$ cat config.mk
export PLATFORM = sky130hd
export DESIGN_NAME = dvs_event_scheduler
export DESIGN_NICKNAME = d
export VERILOG_FILES = /design/src/rtl/dvs_ravens_pkg.sv /design/src/rtl/dvs_event_fifo.sv /design/src/rtl/dvs_event_scheduler.sv
export SDC_FILE = /design/constraint.sdc
export NUM_CORES = 1
export LEC_CHECK = 0
export ABC_AREA = 1
export BUFFER_PORTS_ARGS = -buffer_cell sky130_fd_sc_hd__buf_2
export CAP_MARGIN = 15
export CORE_MARGIN = 2
export CORE_UTILIZATION = 48
export CTS_BUF_LIST = sky130_fd_sc_hd__clkbuf_2 sky130_fd_sc_hd__clkbuf_4 sky130_fd_sc_hd__clkbuf_8
export CTS_CLUSTER_DIAMETER = 40
export DETAILED_ROUTE_END_ITERATION = 7
export MAX_ROUTING_LAYER = met4
export PLACE_DENSITY = 0.68
export SYNTH_ARGS = -nofsm -noshare
export SYNTH_HDL_FRONTEND = slang
export SYNTH_SLANG_ARGS = --single-unit
$ cat constraint.sdc
create_clock -name clk -period 13.7 [get_ports clk]
set_clock_uncertainty 0.05 [all_clocks]
set_input_delay 1.37 -clock clk [delete_from_list [all_inputs] [get_ports clk]]
set_output_delay 1.37 -clock clk [all_outputs]
set_load 0.02 [all_outputs]
$ cat src/rtl/dvs_ravens_pkg.sv
// Shared types and constants for the DVS receive path and the event scheduler.
package dvs_ravens_pkg;

  localparam int DVS_X_ADDR_BITS   = 8;
  localparam int DVS_Y_ADDR_BITS   = 8;
  localparam int TIMESTAMP_US_BITS = 32;

  localparam int SCHED_FIFO_DEPTH  = 16;
  localparam int SCHED_TIMESTEP_US = 1000;

  typedef struct packed {
    logic [DVS_X_ADDR_BITS-1:0]   x;
    logic [DVS_Y_ADDR_BITS-1:0]   y;
    logic [TIMESTAMP_US_BITS-1:0] timestamp;
    logic                         polarity;
  } dvs_event_t;

  typedef enum logic [1:0] {IDLE, RUN, DRAIN} sched_state_t;

endpackage

$ cat src/rtl/dvs_event_fifo.sv
// Synchronous event FIFO; the head entry is visible combinationally on head_o.
module dvs_event_fifo
  import dvs_ravens_pkg::*;
#(
  parameter int DEPTH = SCHED_FIFO_DEPTH
) (
  input  logic                     clk,
  input  logic                     rst_n,
  input  logic                     push_i,
  input  dvs_event_t               din_i,
  input  logic                     pop_i,
  output dvs_event_t               head_o,
  output logic                     full_o,
  output logic                     empty_o,
  output logic [$clog2(DEPTH):0]   count_o
);

  localparam int AW = $clog2(DEPTH);

  dvs_event_t     mem_q [DEPTH];
  logic [AW-1:0]  wr_ptr_q, rd_ptr_q;
  logic [AW:0]    count_q;
  logic           do_push, do_pop;

  assign empty_o = (count_q == '0);
  assign full_o  = (count_q == (AW+1)'(DEPTH));
  assign count_o = count_q;
  assign head_o  = mem_q[rd_ptr_q];

  // A push into a full FIFO still lands when the head leaves on the same edge.
  assign do_pop  = pop_i && !empty_o;
  assign do_push = push_i && (!full_o || do_pop);

  always_ff @(posedge clk or negedge rst_n) begin
    if (!rst_n) begin
      wr_ptr_q <= '0;
      rd_ptr_q <= '0;
      count_q  <= '0;
    end else begin
      if (do_push) wr_ptr_q <= wr_ptr_q + 1'b1;
      if (do_pop)  rd_ptr_q <= rd_ptr_q + 1'b1;
      case ({do_push, do_pop})
        2'b10:   count_q <= count_q + 1'b1;
        2'b01:   count_q <= count_q - 1'b1;
        default: count_q <= count_q;
      endcase
    end
  end

  always_ff @(posedge clk) begin
    if (do_push) mem_q[wr_ptr_q] <= din_i;
  end

endmodule

$ cat src/rtl/dvs_event_scheduler.sv
// Buffers DVS events and releases them per fixed time step over valid/ready.
// Define DVS_SCHED_LATE_DROP_EN to discard late events instead of emitting them.
module dvs_event_scheduler
  import dvs_ravens_pkg::*;
#(
  parameter int FIFO_DEPTH  = SCHED_FIFO_DEPTH,
  parameter int TIMESTEP_US = SCHED_TIMESTEP_US,
  parameter int CNT_BITS    = 16
) (
  input  logic                         clk,
  input  logic                         rst_n,
  input  logic                         enable,
  input  logic [TIMESTAMP_US_BITS-1:0] time_us,
  input  logic                         new_event,
  input  logic [DVS_X_ADDR_BITS-1:0]   event_x,
  input  logic [DVS_Y_ADDR_BITS-1:0]   event_y,
  input  logic [TIMESTAMP_US_BITS-1:0] event_timestamp,
  input  logic                         event_polarity,
  output logic                         out_valid,
  input  logic                         out_ready,
  output logic [DVS_X_ADDR_BITS-1:0]   out_x,
  output logic [DVS_Y_ADDR_BITS-1:0]   out_y,
  output logic                         out_polarity,
  output logic                         step_advance,
  output logic [CNT_BITS-1:0]          step_index,
  output logic                         busy,
  output logic [CNT_BITS-1:0]          overflow_count,
  output logic [CNT_BITS-1:0]          late_count
);

  localparam int TSB = TIMESTAMP_US_BITS;

  sched_state_t               state_q;
  logic [TSB-1:0]             window_start_q;
  logic [CNT_BITS-1:0]        step_index_q, overflow_q, late_q;
  logic [CNT_BITS-1:0]        overflow_d, late_d;
  logic                       step_adv_q, out_valid_q, out_late_q;
  logic [DVS_X_ADDR_BITS-1:0] out_x_q;
  logic [DVS_Y_ADDR_BITS-1:0] out_y_q;
  logic                       out_pol_q;

  dvs_event_t                 head, din;
  logic                       fifo_full, fifo_empty;
  logic [$clog2(FIFO_DEPTH):0] fifo_count;
  logic [TSB-1:0]             head_delta, elapsed;
  logic                       head_cur, head_late;
  logic                       push_req, load, drop, accept, pop, pop_late, step_close;

  assign din = '{x: event_x, y: event_y, timestamp: event_timestamp, polarity: event_polarity};

  dvs_event_fifo #(.DEPTH(FIFO_DEPTH)) u_fifo (
    .clk     (clk),
    .rst_n   (rst_n),
    .push_i  (push_req),
    .din_i   (din),
    .pop_i   (pop),
    .head_o  (head),
    .full_o  (fifo_full),
    .empty_o (fifo_empty),
    .count_o (fifo_count)
  );

  // Modular distances: the top bit of the delta marks a timestamp behind the window.
  assign head_delta = head.timestamp - window_start_q;
  assign elapsed    = time_us - window_start_q;
  assign head_late  = !fifo_empty && head_delta[TSB-1];
  assign head_cur   = !fifo_empty && !head_delta[TSB-1] && (head_delta < TSB'(TIMESTEP_US));

  assign push_req = new_event && (state_q == RUN);
  assign accept   = out_valid_q && out_ready;

  // The output register holds a copy of the head; the FIFO entry leaves on acceptance.
  always_comb begin
    load = 1'b0;
    drop = 1'b0;
    if (!out_valid_q && !fifo_empty) begin
      if (state_q == DRAIN) begin
        load = 1'b1;
      end else if (state_q == RUN) begin
`ifdef DVS_SCHED_LATE_DROP_EN
        load = head_cur;
        drop = head_late;
`else
        load = head_cur || head_late;
`endif
      end
    end
  end

  assign pop        = accept || drop;
  assign pop_late   = accept ? out_late_q : drop;
  assign step_close = (state_q == RUN) && (elapsed >= TSB'(TIMESTEP_US)) &&
                      !out_valid_q && !head_cur && !head_late;

  assign overflow_d = (push_req && fifo_full && !pop && overflow_q != '1) ? overflow_q + 1'b1 : overflow_q;
  assign late_d     = (pop && pop_late && late_q != '1) ? late_q + 1'b1 : late_q;

  always_ff @(posedge clk or negedge rst_n) begin
    if (!rst_n) begin
      state_q        <= IDLE;
      window_start_q <= '0;
      step_index_q   <= '0;
      overflow_q     <= '0;
      late_q         <= '0;
      step_adv_q     <= 1'b0;
      out_valid_q    <= 1'b0;
      out_late_q     <= 1'b0;
      out_x_q        <= '0;
      out_y_q        <= '0;
      out_pol_q      <= 1'b0;
    end else begin
      step_adv_q <= 1'b0;
      overflow_q <= overflow_d;
      late_q     <= late_d;
      if (load) begin
        out_valid_q <= 1'b1;
        out_late_q  <= head_late;
        out_x_q     <= head.x;
        out_y_q     <= head.y;
        out_pol_q   <= head.polarity;
      end else if (accept) begin
        out_valid_q <= 1'b0;
      end
      case (state_q)
        IDLE: if (enable) begin
          state_q        <= RUN;
          window_start_q <= time_us;
          step_index_q   <= '0;
          overflow_q     <= '0;
          late_q         <= '0;
        end
        RUN: begin
          if (step_close) begin
            step_adv_q     <= 1'b1;
            step_index_q   <= step_index_q + 1'b1;
            window_start_q <= window_start_q + TSB'(TIMESTEP_US);
          end
          if (!enable) state_q <= DRAIN;
        end
        DRAIN: if (fifo_count == '0 && !out_valid_q) begin
          step_adv_q     <= 1'b1;
          step_index_q   <= step_index_q + 1'b1;
          window_start_q <= window_start_q + TSB'(TIMESTEP_US);
          state_q        <= IDLE;
        end
        default: state_q <= IDLE;
      endcase
    end
  end

  assign out_valid      = out_valid_q;
  assign out_x          = out_x_q;
  assign out_y          = out_y_q;
  assign out_polarity   = out_pol_q;
  assign step_advance   = step_adv_q;
  assign step_index     = step_index_q;
  assign busy           = (state_q != IDLE);
  assign overflow_count = overflow_q;
  assign late_count     = late_q;

endmodule

==> summary.txt <==
Synthesis
  – Top cell type by total area after synthesis: edfxtp_1
  – Syn Area/Cell: 10.9 sq um
  – Synth Flop Type: edfxtp_1
  – Synth Cell Area: 40700 sq um
  – Seq/Total Area, Yosys: 0.649
  – Top cells by area, synth: edfxtp_1 (58%), dfrtp_1 (7.1%), o21ai_0 (6.0%)
  – Synth top area share: 0.579
  – Synth async-reset ratio: 0.128
  – EDFF count, synth: a little under 800
  – Post-synthesis cell type count: 53
  – Number of synthesized register bits: around 900
  – Syn Inst Count: around 3700
  – Yosys warning count: 0
  – Mapped Nets: approximately 3900

STA
  – RSZ-0062 raised after global routing: no
  – Ratio of final minimum period to clock period: 0.494
  – Setup tns final: 0 ps
  – Hold Worst Slack: between 400 and 500 ps
  – Final Critical Period: roughly 6800 ps
  – Max_slew headroom: 0.229
  – Final Hold Viols: 0
  – FMAX: between 0.1 and 0.15 GHz
  – Setup violations, final: 0
  – Max-slew violations: 0
  – Worst-Margin Slew: about 1200 ps

Critical path
  – Startpoint types: flop
  – Worst path arrival time: 7400 ps
  – R2R Path End: out_x[7]
  – R2R depth: 23
  – WS Path Type: reg -> reg
  – Required time worst endpoint: 14330 ps
  – Levels on crit path: 23
  – Crit-path most repeated cell: nand2_1
  – Setup crit end: out_x[7]
  – Critical path startpoint: u_fifo.rd_ptr_q[0]
  – CP top delay family: simple AND/OR/NAND/NOR gates
  – CP Capture Type: flop
  – Largest fanout on the critical path: about 220
  – Crit path buffers/inverters: 2
  – CP max-delay cell: dfrtp_4
  – RR Startpoint: u_fifo.rd_ptr_q[0]
  – Worst R2R Setup Slack: 6930 ps
  – CP cell instances: clkinv_8, buf_12, o21ai_0, o221ai_1, nand3_1, nand2_1, ha_1, a21oi_1, o21ai_0, a21oi_1, nor2_1, a211oi_1, nand3_1, nand2_1, nand3_1, nor2_1, nand2_1, nand2_1, nand3_1, nand2_4, nand2_4, nand2_1, nand2_1
  – Critical Path Max Stage Delay: between 1000 and 1500 ps

Status
  – Status: completed

Placement
  – Routability cong.: between 0.9 and 1
  – Inst Count DP: 4850
  – PortBufs: 153
  – Hpwl dp: ~60000 um

Clock network
  – Clock Pin Slew Worst Setup and Hold Paths: 60 ps
  – Sink Count: 899
  – Clock Latency Late Sink: a little over 800 ps
  – Post-CTS setup repair buffer count: 0
  – CTS Buffer Depth: 3
  – CTS H-tree lvls: 4
  – TritonCTS clock tree: done
  – CTS-repair resized insts: 0
  – Hold_buf cts: 0
  – Root Driver: clkbuf_8
  – CTS Buf Count: between 100 and 150

Floorplan
  – Io pins: around 150
  – Core Area: around 84000 sq um
  – Die Span X: 295 um
  – Die area: 87100 sq um
  – Starting density of the core: 0.485
  – Chip height: between 200 and 300 um
  – Num rows: around 110

Layout
  – Final Instance Count excl. Fillers: ~5100
  – Final nets: slightly above 4000
  – Layout area overhead: 12.0%
  – Layout fillers: between 7000 and 8000
  – Share of layout cells above drive strength 1: 0.127

Route
  – Post-DR wirelength/cell: 21.2 um
  – Post-DRT Antenna Nets: 0
  – DR DRC count: 0
  – Final wirelength: between 100000 and 150000 um
  – Starting DRT DRC Count: 2746
  – DR vias/cell: roughly 5.7
  – Drt pass-1 iters: 6
  – DR vias: 29400

Power
  – Peak supply drop: just under 200 uV
  – Reg power frac: 0.320
  – Pwr dens: 232 nW/um^2
  – P_leak: ~17 nW
  – Combinational power share: 0.455
  – Net Sw Frac: 0.434
  – P_int: 6.00 mW
  – Clock Power Share: 0.225
  – NetSw: approximately 4.6 mW

Global route
  – Largest net degree at the start of global routing: between 200 and 250
  – Total global-route track usage: 0.257
  – Global-route wire length before repair: 165000 um
  – GRT Residual Overflow: 0
  – Vias in the first global route: approximately 28000
  – Initial antenna violation count: 11

Run
  – Max cap viols: 0

Min path
  – Hold Startpoint: out_y[7]
  – Worst Hold Class: reg -> reg
-- worst min-delay path by stage --
stage                         endpoint  depth (start not counted)  slack [ps]
finish                        out_y[7]                          2         420
global route         window_start_q[9]                          2         460
CTS                  window_start_q[9]                          2         420
detailed placement   window_start_q[9]                          2         410
global placement     window_start_q[9]                          2         410
floorplan           window_start_q[19]                          2         390
-- state kept, by name, indices dropped and copies added, names as in the netlist, 5 cells and up --
| signal | cells |
|---|---|
| late_count | 16 |
| u_fifo.count_o | 5 |
| step_index | 16 |
| overflow_count | 16 |
| window_start_q | 32 |
| out_y | 8 |
| out_x | 8 |
| u_fifo.mem_q | 784 |
-- layer usage --
metal	vias to the layer above	routed length, um	GRT usage
met4	0	2270	0.0719
met3	186	9070	0.0506
met1	14300	46700	0.350
met2	1233	50700	0.394
met5	-	0	-
li1	13700	-	-
-- cells by family (layout without fill, tap and decap cells) --
group	count (synthesis)	count (layout)	share of synthesized area
buffers and inverters	397	662	0.0387
DFF	899	899	0.649
other	0	9	0
adders and majority gates	82	82	0.0256
AOI/OAI and AO/OA	902	902	0.131
and+or+nand+nor	1367	1367	0.140
xor gates and xnor gates	71	71	0.0153
-- power by group through the flow --
stage               logic, mW  clock network [mW]  registers (mW)
floorplan                3.48                   0            3.36
CTS                      4.76                2.43            3.38
global placement         4.70                   0            3.44
global route             5.34                2.55            3.41
finish                   4.81                2.39            3.39
detailed placement       4.74                   0            3.44
-- synthesized netlist by cell type, types with 12 or more instances --
cell / count
nor4_1: 17
ha_1: 80
a21oi_1: 108
edfxtp_1: 784
buf_1: 12
xor2_1: 46
o21ai_0: 489
inv_1: 204
nand2_1: 492
dfrtp_1: 115
o221ai_1: 117
o22ai_1: 76
nand4_1: 13
clkbuf_1: 160
a31oi_1: 13
nand3_1: 170
nor2_1: 579
xnor2_1: 25
nand2_2: 28
nor3_1: 41
o21a_1: 12
o211ai_1: 36
-- through the flow --
stage,utilization,area (sq um),power [mW],setup slack (ps)
finish,0.544,45600,10.6,6930
detailed placement,0.507,42500,8.18,7060
floorplan,-,40700,6.84,9180
CTS,0.544,45600,10.6,7020
global placement,0.507,42500,8.14,7080
global route,0.544,45600,11.3,6320
-- cell type report --
cell class | count | area, sq um | share of cell area
sequential | 899 | 26400 | 0.580
antenna | 9 | 22.5 | 0.000494
multi-input combinational | 2422 | 12800 | 0.281
tap | 1134 | 1420 | 0.0311
timing repair buffer | 187 | 1050 | 0.0230
clock buffer | 220 | 2680 | 0.0589
clock inverter | 47 | 353 | 0.00774
inverter | 208 | 801 | 0.0176
-- placed cells by master, fill, tap and decap left out, types with 28 or more instances in the layout --
master	count
o211ai_1	36
buf_4	33
nand2_2	28
clkbuf_4	55
nand2_1	492
nor3_1	41
o22ai_1	76
buf_2	152
inv_1	202
o21ai_0	489
nor2_1	562
nand3_1	170
clkbuf_8	165
dfrtp_1	111
ha_1	80
xor2_1	46
a21oi_1	108
o221ai_1	117
edfxtp_1	784
-- worst min-delay path, delay by kind of cell, from the launching register on --
kind	cells	cell delay (ps)
DFF	1	340
and+or+nand+nor	2	100
(Power assumes the default switching activity.)
